File: src/rtl/alu_pkg.sv
// Shared types and op codes for the iterative multiply/divide unit.
package alu_pkg;

    localparam logic [2:0] MD_MULT  = 3'b000;
    localparam logic [2:0] MD_MULTU = 3'b001;
    localparam logic [2:0] MD_DIV   = 3'b010;
    localparam logic [2:0] MD_DIVU  = 3'b011;
    localparam logic [2:0] MD_MTHI  = 3'b100;
    localparam logic [2:0] MD_MTLO  = 3'b101;

    typedef enum logic [2:0] {
        OP_MULT  = MD_MULT,
        OP_MULTU = MD_MULTU,
        OP_DIV   = MD_DIV,
        OP_DIVU  = MD_DIVU,
        OP_MTHI  = MD_MTHI,
        OP_MTLO  = MD_MTLO,
        OP_RSV6  = 3'b110,
        OP_RSV7  = 3'b111
    } md_op_t;

    typedef enum logic [1:0] {
        IDLE,
        RUN,
        FIN
    } md_state_t;

endpackage

File: src/rtl/alu_muldiv_if.sv
// Request/result bundle between the execute stage and the mul/div unit.
interface alu_muldiv_if #(
    parameter int N = 32
) ();
    import alu_pkg::*;

    logic         in_valid;
    logic         in_ready;
    md_op_t       op;
    logic [N-1:0] A;
    logic [N-1:0] B;
    logic         busy;
    logic         done;
    logic         div_zero;
    logic [N-1:0] hi;
    logic [N-1:0] lo;

    modport master (
        output in_valid, op, A, B,
        input  in_ready, busy, done, div_zero, hi, lo
    );

    modport slave (
        input  in_valid, op, A, B,
        output in_ready, busy, done, div_zero, hi, lo
    );

endinterface

File: src/rtl/sign_fix.sv
// Conditional two's-complement negate.
module sign_fix #(
    parameter int W = 32
) (
    input  logic [W-1:0] v_i,
    input  logic         neg_i,
    output logic [W-1:0] v_o
);

    assign v_o = neg_i ? (~v_i + W'(1)) : v_i;

endmodule

File: src/rtl/alu_muldiv.sv
// Iterative radix-2 MULT/MULTU/DIV/DIVU with HI/LO and MTHI/MTLO.
// Define MULDIV_SIGNED_EN for signed MULT/DIV; otherwise they act unsigned.
module alu_muldiv
    import alu_pkg::*;
#(
    parameter int N = 32
) (
    input  logic         clk,
    input  logic         rst_n,
    alu_muldiv_if.slave  bus
);

    localparam int CW = $clog2(N);
    localparam logic [CW-1:0] LAST = CW'(N - 1);

    md_state_t      state_q, state_d;
    logic [CW-1:0]  cnt_q, cnt_d;
    logic [2*N-1:0] acc_q, acc_d;
    logic [N-1:0]   m_q, m_d;
    logic           div_q, div_d;
    logic [N-1:0]   hi_q, hi_d;
    logic [N-1:0]   lo_q, lo_d;
    logic           done_q, done_d;
    logic           dz_q, dz_d;

    logic [N-1:0]   abs_a, abs_b;
    logic [2*N-1:0] prod;
    logic [N-1:0]   quo, rem;
    logic [N:0]     psum, prem, pdiff;

`ifdef MULDIV_SIGNED_EN
    logic sgn, sa_q, sb_q;

    assign sgn = (bus.op == OP_MULT) || (bus.op == OP_DIV);

    always_ff @(posedge clk or negedge rst_n) begin
        if (!rst_n) begin
            sa_q <= 1'b0;
            sb_q <= 1'b0;
        end else if (state_q == IDLE && bus.in_valid) begin
            sa_q <= sgn & bus.A[N-1];
            sb_q <= sgn & bus.B[N-1];
        end
    end

    sign_fix #(.W(N)) u_abs_a (
        .v_i(bus.A), .neg_i(sgn & bus.A[N-1]), .v_o(abs_a)
    );
    sign_fix #(.W(N)) u_abs_b (
        .v_i(bus.B), .neg_i(sgn & bus.B[N-1]), .v_o(abs_b)
    );
    sign_fix #(.W(2*N)) u_fix_p (
        .v_i(acc_q), .neg_i(sa_q ^ sb_q), .v_o(prod)
    );
    sign_fix #(.W(N)) u_fix_q (
        .v_i(acc_q[N-1:0]), .neg_i(sa_q ^ sb_q), .v_o(quo)
    );
    sign_fix #(.W(N)) u_fix_r (
        .v_i(acc_q[2*N-1:N]), .neg_i(sa_q), .v_o(rem)
    );
`else
    assign abs_a = bus.A;
    assign abs_b = bus.B;
    assign prod  = acc_q;
    assign quo   = acc_q[N-1:0];
    assign rem   = acc_q[2*N-1:N];
`endif

    assign psum  = {1'b0, acc_q[2*N-1:N]} + (acc_q[0] ? {1'b0, m_q} : '0);
    assign prem  = acc_q[2*N-1:N-1];
    assign pdiff = prem - {1'b0, m_q};

    always_comb begin
        state_d = state_q;
        cnt_d   = cnt_q;
        acc_d   = acc_q;
        m_d     = m_q;
        div_d   = div_q;
        hi_d    = hi_q;
        lo_d    = lo_q;
        done_d  = 1'b0;
        dz_d    = dz_q;
        unique case (state_q)
            IDLE: if (bus.in_valid) begin
                dz_d = 1'b0;
                unique case (bus.op)
                    OP_MULT, OP_MULTU: begin
                        state_d = RUN;
                        cnt_d   = '0;
                        acc_d   = {{N{1'b0}}, abs_b};
                        m_d     = abs_a;
                        div_d   = 1'b0;
                    end
                    OP_DIV, OP_DIVU: begin
                        state_d = RUN;
                        cnt_d   = '0;
                        acc_d   = {{N{1'b0}}, abs_a};
                        m_d     = abs_b;
                        div_d   = 1'b1;
                    end
                    OP_MTHI: begin
                        hi_d   = bus.A;
                        done_d = 1'b1;
                    end
                    OP_MTLO: begin
                        lo_d   = bus.A;
                        done_d = 1'b1;
                    end
                    OP_RSV6, OP_RSV7: done_d = 1'b1;
                endcase
            end
            RUN: begin
                cnt_d = cnt_q + CW'(1);
                if (!div_q)
                    acc_d = {psum, acc_q[N-1:1]};
                else if (prem >= {1'b0, m_q})
                    acc_d = {pdiff[N-1:0], acc_q[N-2:0], 1'b1};
                else
                    acc_d = {acc_q[2*N-2:0], 1'b0};
                if (cnt_q == LAST)
                    state_d = FIN;
            end
            FIN: begin
                state_d = IDLE;
                done_d  = 1'b1;
                if (div_q) begin
                    // B==0 leaves remainder = |A|, so the sign fix restores A
                    dz_d = (m_q == '0);
                    lo_d = dz_d ? '1 : quo;
                    hi_d = rem;
                end else begin
                    {hi_d, lo_d} = prod;
                end
            end
            default: state_d = IDLE;
        endcase
    end

    always_ff @(posedge clk or negedge rst_n) begin
        if (!rst_n) begin
            state_q <= IDLE;
            cnt_q   <= '0;
            acc_q   <= '0;
            m_q     <= '0;
            div_q   <= 1'b0;
            hi_q    <= '0;
            lo_q    <= '0;
            done_q  <= 1'b0;
            dz_q    <= 1'b0;
        end else begin
            state_q <= state_d;
            cnt_q   <= cnt_d;
            acc_q   <= acc_d;
            m_q     <= m_d;
            div_q   <= div_d;
            hi_q    <= hi_d;
            lo_q    <= lo_d;
            done_q  <= done_d;
            dz_q    <= dz_d;
        end
    end

    assign bus.in_ready = (state_q == IDLE);
    assign bus.busy     = (state_q != IDLE);
    assign bus.done     = done_q;
    assign bus.div_zero = dz_q;
    assign bus.hi       = hi_q;
    assign bus.lo       = lo_q;

endmodule

File: src/flat_wrapper.sv
// flat-port wrapper written by rule: the top's interface ports become plain ports
module alu_muldiv_flat import alu_pkg::*;
#(
    parameter int N = 32
)
  (clk, rst_n, bus_in_valid, bus_op, bus_A, bus_B, bus_in_ready, bus_busy, bus_done, bus_div_zero, bus_hi, bus_lo);
  alu_muldiv_if #(.N(N)) bus_i ();
  input  logic clk;
  input  logic rst_n;
  input wire logic [$bits(bus_i.in_valid)-1:0] bus_in_valid;
  input wire logic [$bits(bus_i.op)-1:0] bus_op;
  input wire logic [$bits(bus_i.A)-1:0] bus_A;
  input wire logic [$bits(bus_i.B)-1:0] bus_B;
  output wire logic [$bits(bus_i.in_ready)-1:0] bus_in_ready;
  output wire logic [$bits(bus_i.busy)-1:0] bus_busy;
  output wire logic [$bits(bus_i.done)-1:0] bus_done;
  output wire logic [$bits(bus_i.div_zero)-1:0] bus_div_zero;
  output wire logic [$bits(bus_i.hi)-1:0] bus_hi;
  output wire logic [$bits(bus_i.lo)-1:0] bus_lo;
  assign bus_i.in_valid = bus_in_valid;
  assign bus_i.op = bus_op;
  assign bus_i.A = bus_A;
  assign bus_i.B = bus_B;
  assign bus_in_ready = bus_i.in_ready;
  assign bus_busy = bus_i.busy;
  assign bus_done = bus_i.done;
  assign bus_div_zero = bus_i.div_zero;
  assign bus_hi = bus_i.hi;
  assign bus_lo = bus_i.lo;
  alu_muldiv #(.N(N)) u_core (.clk(clk), .rst_n(rst_n), .bus(bus_i));
endmodule
File: config.mk
export PLATFORM = sky130hd
export DESIGN_NAME = alu_muldiv_flat
export DESIGN_NICKNAME = d
export VERILOG_FILES = /design/src/rtl/alu_pkg.sv /design/src/rtl/alu_muldiv_if.sv /design/src/rtl/sign_fix.sv /design/src/rtl/alu_muldiv.sv /design/src/flat_wrapper.sv
export SDC_FILE = /design/constraint.sdc
export NUM_CORES = 1
export LEC_CHECK = 0
export ABC_AREA = 1
export CELL_PAD_IN_SITES_DETAIL_PLACEMENT = 2
export CELL_PAD_IN_SITES_GLOBAL_PLACEMENT = 2
export CORE_MARGIN = 3
export CORE_UTILIZATION = 32
export DETAILED_ROUTE_END_ITERATION = 8
export GPL_TIMING_DRIVEN = 1
export PLACE_DENSITY = 0.86
export SYNTH_ARGS = -nofsm -noshare
export SYNTH_HDL_FRONTEND = slang
export SYNTH_SLANG_ARGS = --single-unit
File: constraint.sdc
create_clock -name clk -period 3.3 [get_ports clk]
set_clock_uncertainty 0.15 [all_clocks]
set_input_delay 0.66 -clock clk [delete_from_list [all_inputs] [get_ports clk]]
set_output_delay 0.66 -clock clk [all_outputs]
set_load 0.02 [all_outputs]
Yosys cells after proc, flatten, opt, wreduce, memory -nomap -nowiden:

Cells that the tools add are included.

* $add $sub $neg: 3
* order comparisons: 1
* eq/ne operators: 17
* multiplexer cells: 29
* reduce and logical (&&, ||, !) cells: 18

Operators by type and width (count)
* case mux 64 bit (2 select lines): 2
* two-way mux 32 bit: 7
* two-way mux 64 bit: 3
* case mux 32 bit (2 select lines): 3
* adder 32 x 32 -> 33 bit: 1
* greater-or-equal comparator 33 x 32 -> 1 bit: 1
* zero test 32 bit: 1
* subtractor 32 bit: 1
* AND reduction 3 bit: 7
* == test 3 bit (second input constant): 4
* two-way mux 5 bit: 2
* case mux 5 bit (2 select lines): 1
* inequality test 2 x 1 -> 1 bit (second input constant): 4
* nonzero test 2 bit: 4
* OR reduction 4 bit: 2
* == test 3 x 2 -> 1 bit (second input constant): 2
* two-way mux 2 bit: 3
* case mux 1 bit (2 select lines): 3
* adder 5 x 1 -> 5 bit (second input constant): 1
* == test 5 bit (second input constant): 1
* two-way mux 1 bit: 4
* inequality test 2 bit (second input constant): 2
* case mux 2 bit (2 select lines): 1
* OR reduction 2 bit: 2
* other kinds (6): 6

* flip-flop bits (word level): 170
* input port bits: 70
* output and inout port bits: 68
* word-level logic and storage cells: 77

Longest topological paths before layout:

* depth after elaboration: 5
* mapped depth: 19
* mapped depth without buffers: 18

Least setup slack after synthesis:

Ideal clock, no wire load.

* path kind: reg-to-reg
* start point: register u_core.acc_q[0]
* end point: register u_core.acc_q[62]
* setup time: 0.116 ns
* data arrival time: 2.174 ns
* data required time: 3.034 ns
* slack: 0.860 ns
* stages on the path, launching flop included: 20
* buffers on the path: 2
* clock period less this slack: 2.440 ns
* cell sequence: dfrtp_1 -> clkbuf_1 -> clkbuf_1 -> nand2_1 -> inv_1 -> ha_1 -> nand2_1 -> inv_1 -> a21oi_1 -> nand2_1 -> nand2_1 -> nand2_1 -> nand2_1 -> nand2_1 -> nand2_1 -> nand3_1 -> nand2_1 -> inv_1 -> nand2_1 -> nand2_1

* word-level cells in the longest chain between the ends: 4

RTL lines
* from (decl): line alu_muldiv.sv:18 `logic [2*N-1:0] acc_q, acc_d;`
* from (signal assigned): line alu_muldiv.sv:143 `acc_q <= '0;`
* from (signal assigned): line alu_muldiv.sv:153 `acc_q <= acc_d;`
* two-way mux 32 bit: line alu_muldiv.sv:69 `assign psum = {1'b0, acc_q[2*N-1:N]} + (acc_q[0] ? {1'b0, m_q} : '0);`
* adder 32 x 32 -> 33 bit: line alu_muldiv.sv:69
* two-way mux 64 bit: line alu_muldiv.sv:114 `if (!div_q)`
* case mux 64 bit (2 select lines): line alu_muldiv.sv:83 `unique case (state_q)`

Every way passes these cells.
A chain may end at the register's enable or synchronous reset.

Worst setup path after layout:

Same ends and word-level chain as after synthesis.

==> results.txt <==
----------------------------------------------------
[Clocking]
  TritonCTS Buffers ... 17
  CTS root buffer ... clkbuf_16
  Total of cells resized after clock tree synthesis ... 0
  TritonCTS clock tree ... done
  Post-CTS Setup Bufs ... 0
  Clock insertion delay at the later pin of the skew report ... 500 ps
  Clock-pin slew of the registers on the worst-case setup and hold paths ... 70 ps
  Clock sink count ... between 150 and 200
  Number of H-tree levels ... 4
  # hold bufs at CTS ... 1
  Maximum root-to-sink buffer count ... 2

[Placement]
  Weighted congestion reported at the end of routability-driven placement ... roughly 0.98
  Post-Place Setup Slack ... 287.3 ps
  Count of port buffers added during placement ... ~140
  HPWL reported at the end of detailed placement ... 55980 um

[Critical path]
  Category of the worst setup path capture point ... register
  Crit path max-delay cell type ... dfrtp_1
  Capture point of the worst reg-to-reg path ... u_core.acc_q[62]$_DFFE_PN0P_
  CP Launch Type ... register
  Crit path DAT ... 3320 ps
  Cell chain of the critical path ... buf_4, nand2_1, inv_1, ha_1, nand2_1, nor2_1, nand3_1, nand2_1, nand2_1, nand2_1, nand2_1, nand3_1, nand3_1, nand2_1, inv_1, nand2_1, nand2_1
  Critical Setup Path Class ... reg -> reg
  Crit-path max cell delay ... 450 ps
  Req. time, crit path ... 3520 ps
  Critical path's most frequent cell ... nand2_1
  R2r worst-path depth ... 17
  Maximum fanout count along the critical path ... 10
  Beginning of the worst register-to-register path ... u_core.acc_q[0]$_DFFE_PN0P_
  Reg2reg setup slack ... between 150 and 200 ps

[Timing]
  Final count of negative-setup-slack endpoints ... 0
  Max-slew violation total from the final report ... 0
  Final Critical Period ... around 3100 ps
  Remaining max-slew budget at the tightest pin ... around a quarter
  Final critical-path share of the clock period ... a little over nine tenths
  Hold Worst Slack ... 333.0 ps
  RSZ-0062 raised after global routing ... false
  Final TNS setup ... 0 ps
  Final setup margin ... 197.6 ps
  Fin. Hold Viols ... 0
  Achievable frequency ... around 0.32 GHz
  Slew at the pin with the worst max-slew slack ... 1126 ps

[GRT]
  Global Route Usage Sum ... 30.54%
  Largest net degree at the start of global routing ... between 90 and 100
  Vias in the first global route ... 17.83k
  Initial antenna violation count ... 5
  Global-route wire length before repair ... 108500 um
  Global-route congestion overflow total ... 0

[Flow run]
  Number of maximum-capacitance violations ... 0

[Route]
  Vias ... 16.20k
  Router iterations before antenna repair ... 5
  Wirelength per Cell ... 24.13 um
  Starting DRT DRC Count ... 1168
  Overall routed net length ... 70750 um
  Via density ... roughly 5.5
  Remaining antenna violation count ... 0
  Drc violations ... 0

[Synth]
  Post-synthesis cell area ... 0.01401 mm^2
  Distinct cell type count of the synthesized netlist ... 48
  Average cell area after synthesis ... 6.325 um^2
  Number of enable-type register cells in the synthesized netlist ... 0
  Yosys warns ... 0
  Yosys top cell by area ... dfrtp_1
  Async set or reset register ratio after synthesis ... 100.0%
  Sequential cell area fraction in the yosys report ... 30.37%
  Main synth FF type ... dfrtp_1
  Post-synthesis instance total ... ~2.2k
  Post-synth top area share ... 30.37%
  Main area contributors after synthesis ... dfrtp_1, nand2_1, inv_1
  Syn nets ... 2353
  Number of storage elements in the synthesis netlist ... 170

[Worst hold path]
  Path class of the lowest-slack min-delay path ... reg -> reg
  Min-Delay Startpoint ... u_core.bus.hi[23]$_DFFE_PN0P_
  Count of cells along the worst hold path ... 1
  End point of the most critical hold path ... u_core.bus.hi[23]$_DFFE_PN0P_

[Status]
  Status ... finished clean

[Die]
  X dimension of the die ... 215.2 um
  Effective utilization at floorplan ... 32.45%
  I/O pin count ... 138
  Area of the core ... 0.04317 mm^2
  Total die area ... 0.04633 mm^2
  # rows ... 76
  Floorplan die height ... 215.2 um

[Pwr]
  Overall power after layout ... 22.78 mW
  Power density over the cells ... 1354 mW/mm^2
  Cell leakage power ... 8.689 nW
  Peak ir drop on the vdd network ... 0.5146 mV

[Layout]
  Synth-to-Final Area Change ... 20.13%
  Proportion of layout cells with a drive suffix above 1 ... approximately 5.6%
  Nets ... roughly 2.5k

----------------------------------------------------
==> cell type report <==
cell class / count / area (um^2)
Sequential cell: 170 / 4255
Antenna cell: 1 / 2.502
Multi-Input combinational cell: 1600 / 8060
Clock buffer: 18 / 439.2
Fill cell: 5302 / 26340
Clock inverter: 13 / 176.4
Timing Repair Buffer: 189 / 1828
Tap cell: 585 / 732.0
Inverter: 356 / 1336
==> cells by family after synthesis <==
family                   count (synthesis)  synth area share [%]
AO/OA/AOI/OAI                          455                 17.75
buffers and inverters                  445                 12.32
AND/OR/NAND/NOR                       1049                 31.36
flip-flops                             170                 30.37
XOR/XNOR                                12                0.7502
adder cells (fa/ha/maj)                 68                 6.180
multiplexers                            16                 1.286
==> Yosys cell counts (9+ instances only) <==
| cell | instances |
|---|---|
| a21o_1 | 18 |
| a21oi_1 | 188 |
| a31oi_1 | 12 |
| buf_2 | 14 |
| clkbuf_1 | 63 |
| dfrtp_1 | 170 |
| ha_1 | 66 |
| inv_1 | 348 |
| nand2_1 | 620 |
| nand3_1 | 156 |
| nand4_1 | 31 |
| nor2_1 | 186 |
| nor3_1 | 16 |
| o211ai_1 | 19 |
| o21ai_0 | 162 |
| o21ai_1 | 18 |
| o21bai_1 | 9 |
| o31ai_1 | 16 |
==> registers in the layout, indices dropped and copies added, names as in the netlist <==
register             cells
u_core.state_q           2
u_core.bus.div_zero      1
u_core.m_q              32
u_core.div_q             1
u_core.bus.lo           32
u_core.cnt_q             5
u_core.bus.done          1
u_core.bus.hi           32
u_core.acc_q            64
==> how the worst max path moves through the flow <==
stage,to,startpoint,cells past startpoint,slack [ps]
after floorplan,u_core.acc_q[62]$_DFFE_PN0P_,u_core.acc_q[0]$_DFFE_PN0P_,19,860
after global placement,u_core.acc_q[60]$_DFFE_PN0P_,u_core.acc_q[31]$_DFFE_PN0P_,16,320
after detailed placement,u_core.acc_q[62]$_DFFE_PN0P_,u_core.acc_q[0]$_DFFE_PN0P_,17,290
after CTS,u_core.acc_q[60]$_DFFE_PN0P_,u_core.acc_q[31]$_DFFE_PN0P_,16,270
after global routing,u_core.acc_q[61]$_DFFE_PN0P_,u_core.acc_q[0]$_DFFE_PN0P_,16,40
final,u_core.acc_q[62]$_DFFE_PN0P_,u_core.acc_q[0]$_DFFE_PN0P_,17,200
==> worst max-delay path, delay by kind of cell (launching register included) <==
family,cells,cell delay [ps]
buffers and inverters,3,310
DFF,1,450
and+or+nand+nor,13,1690
adders and majority gates,1,380
==> layout by cell type (no fill, tap or decap), drive strengths merged, types with 4 or more instances in the layout <==
master	count
buf	52
nand2	628
dfrtp	170
clkdlybuf4s50	136
xnor2	4
o211ai	19
a21o	18
o31ai	16
inv	362
nand3	161
nor2	197
nor3	16
a21oi	189
o21bai	9
clkbuf	18
nand3b	8
o21ai	180
xor2	8
nand4	31
ha	66
a31oi	12
mux2	16
==> routing by layer <==
metal	GRT usage (%)	vias up	routed length, um
met2	51.15	443	33510
li1	-	7343	-
met1	38.53	8258	30520
met5	0	-	53
met4	11.99	8	2672
met3	6.490	147	3997
==> through the flow <==
step / utilization (%) / cells / cell area (um^2)
2_1_floorplan: - / 2215 / 14010
3_3_place_gp: 37.53 / 2899 / 16200
3_5_place_dp: 37.53 / 2899 / 16200
4_1_cts: 38.98 / 2931 / 16830
5_1_grt: 38.98 / 2931 / 16830
6_report: 38.98 / 2932 / 16830
==> power breakdown <==
part	internal, mW	total, mW	switching, mW
clock	1.23	2.26	1.03
sequential	3.17	4.32	1.15
combinational	5.24	16.2	11.0
Note: power is estimated with default switching activity, not from simulation.
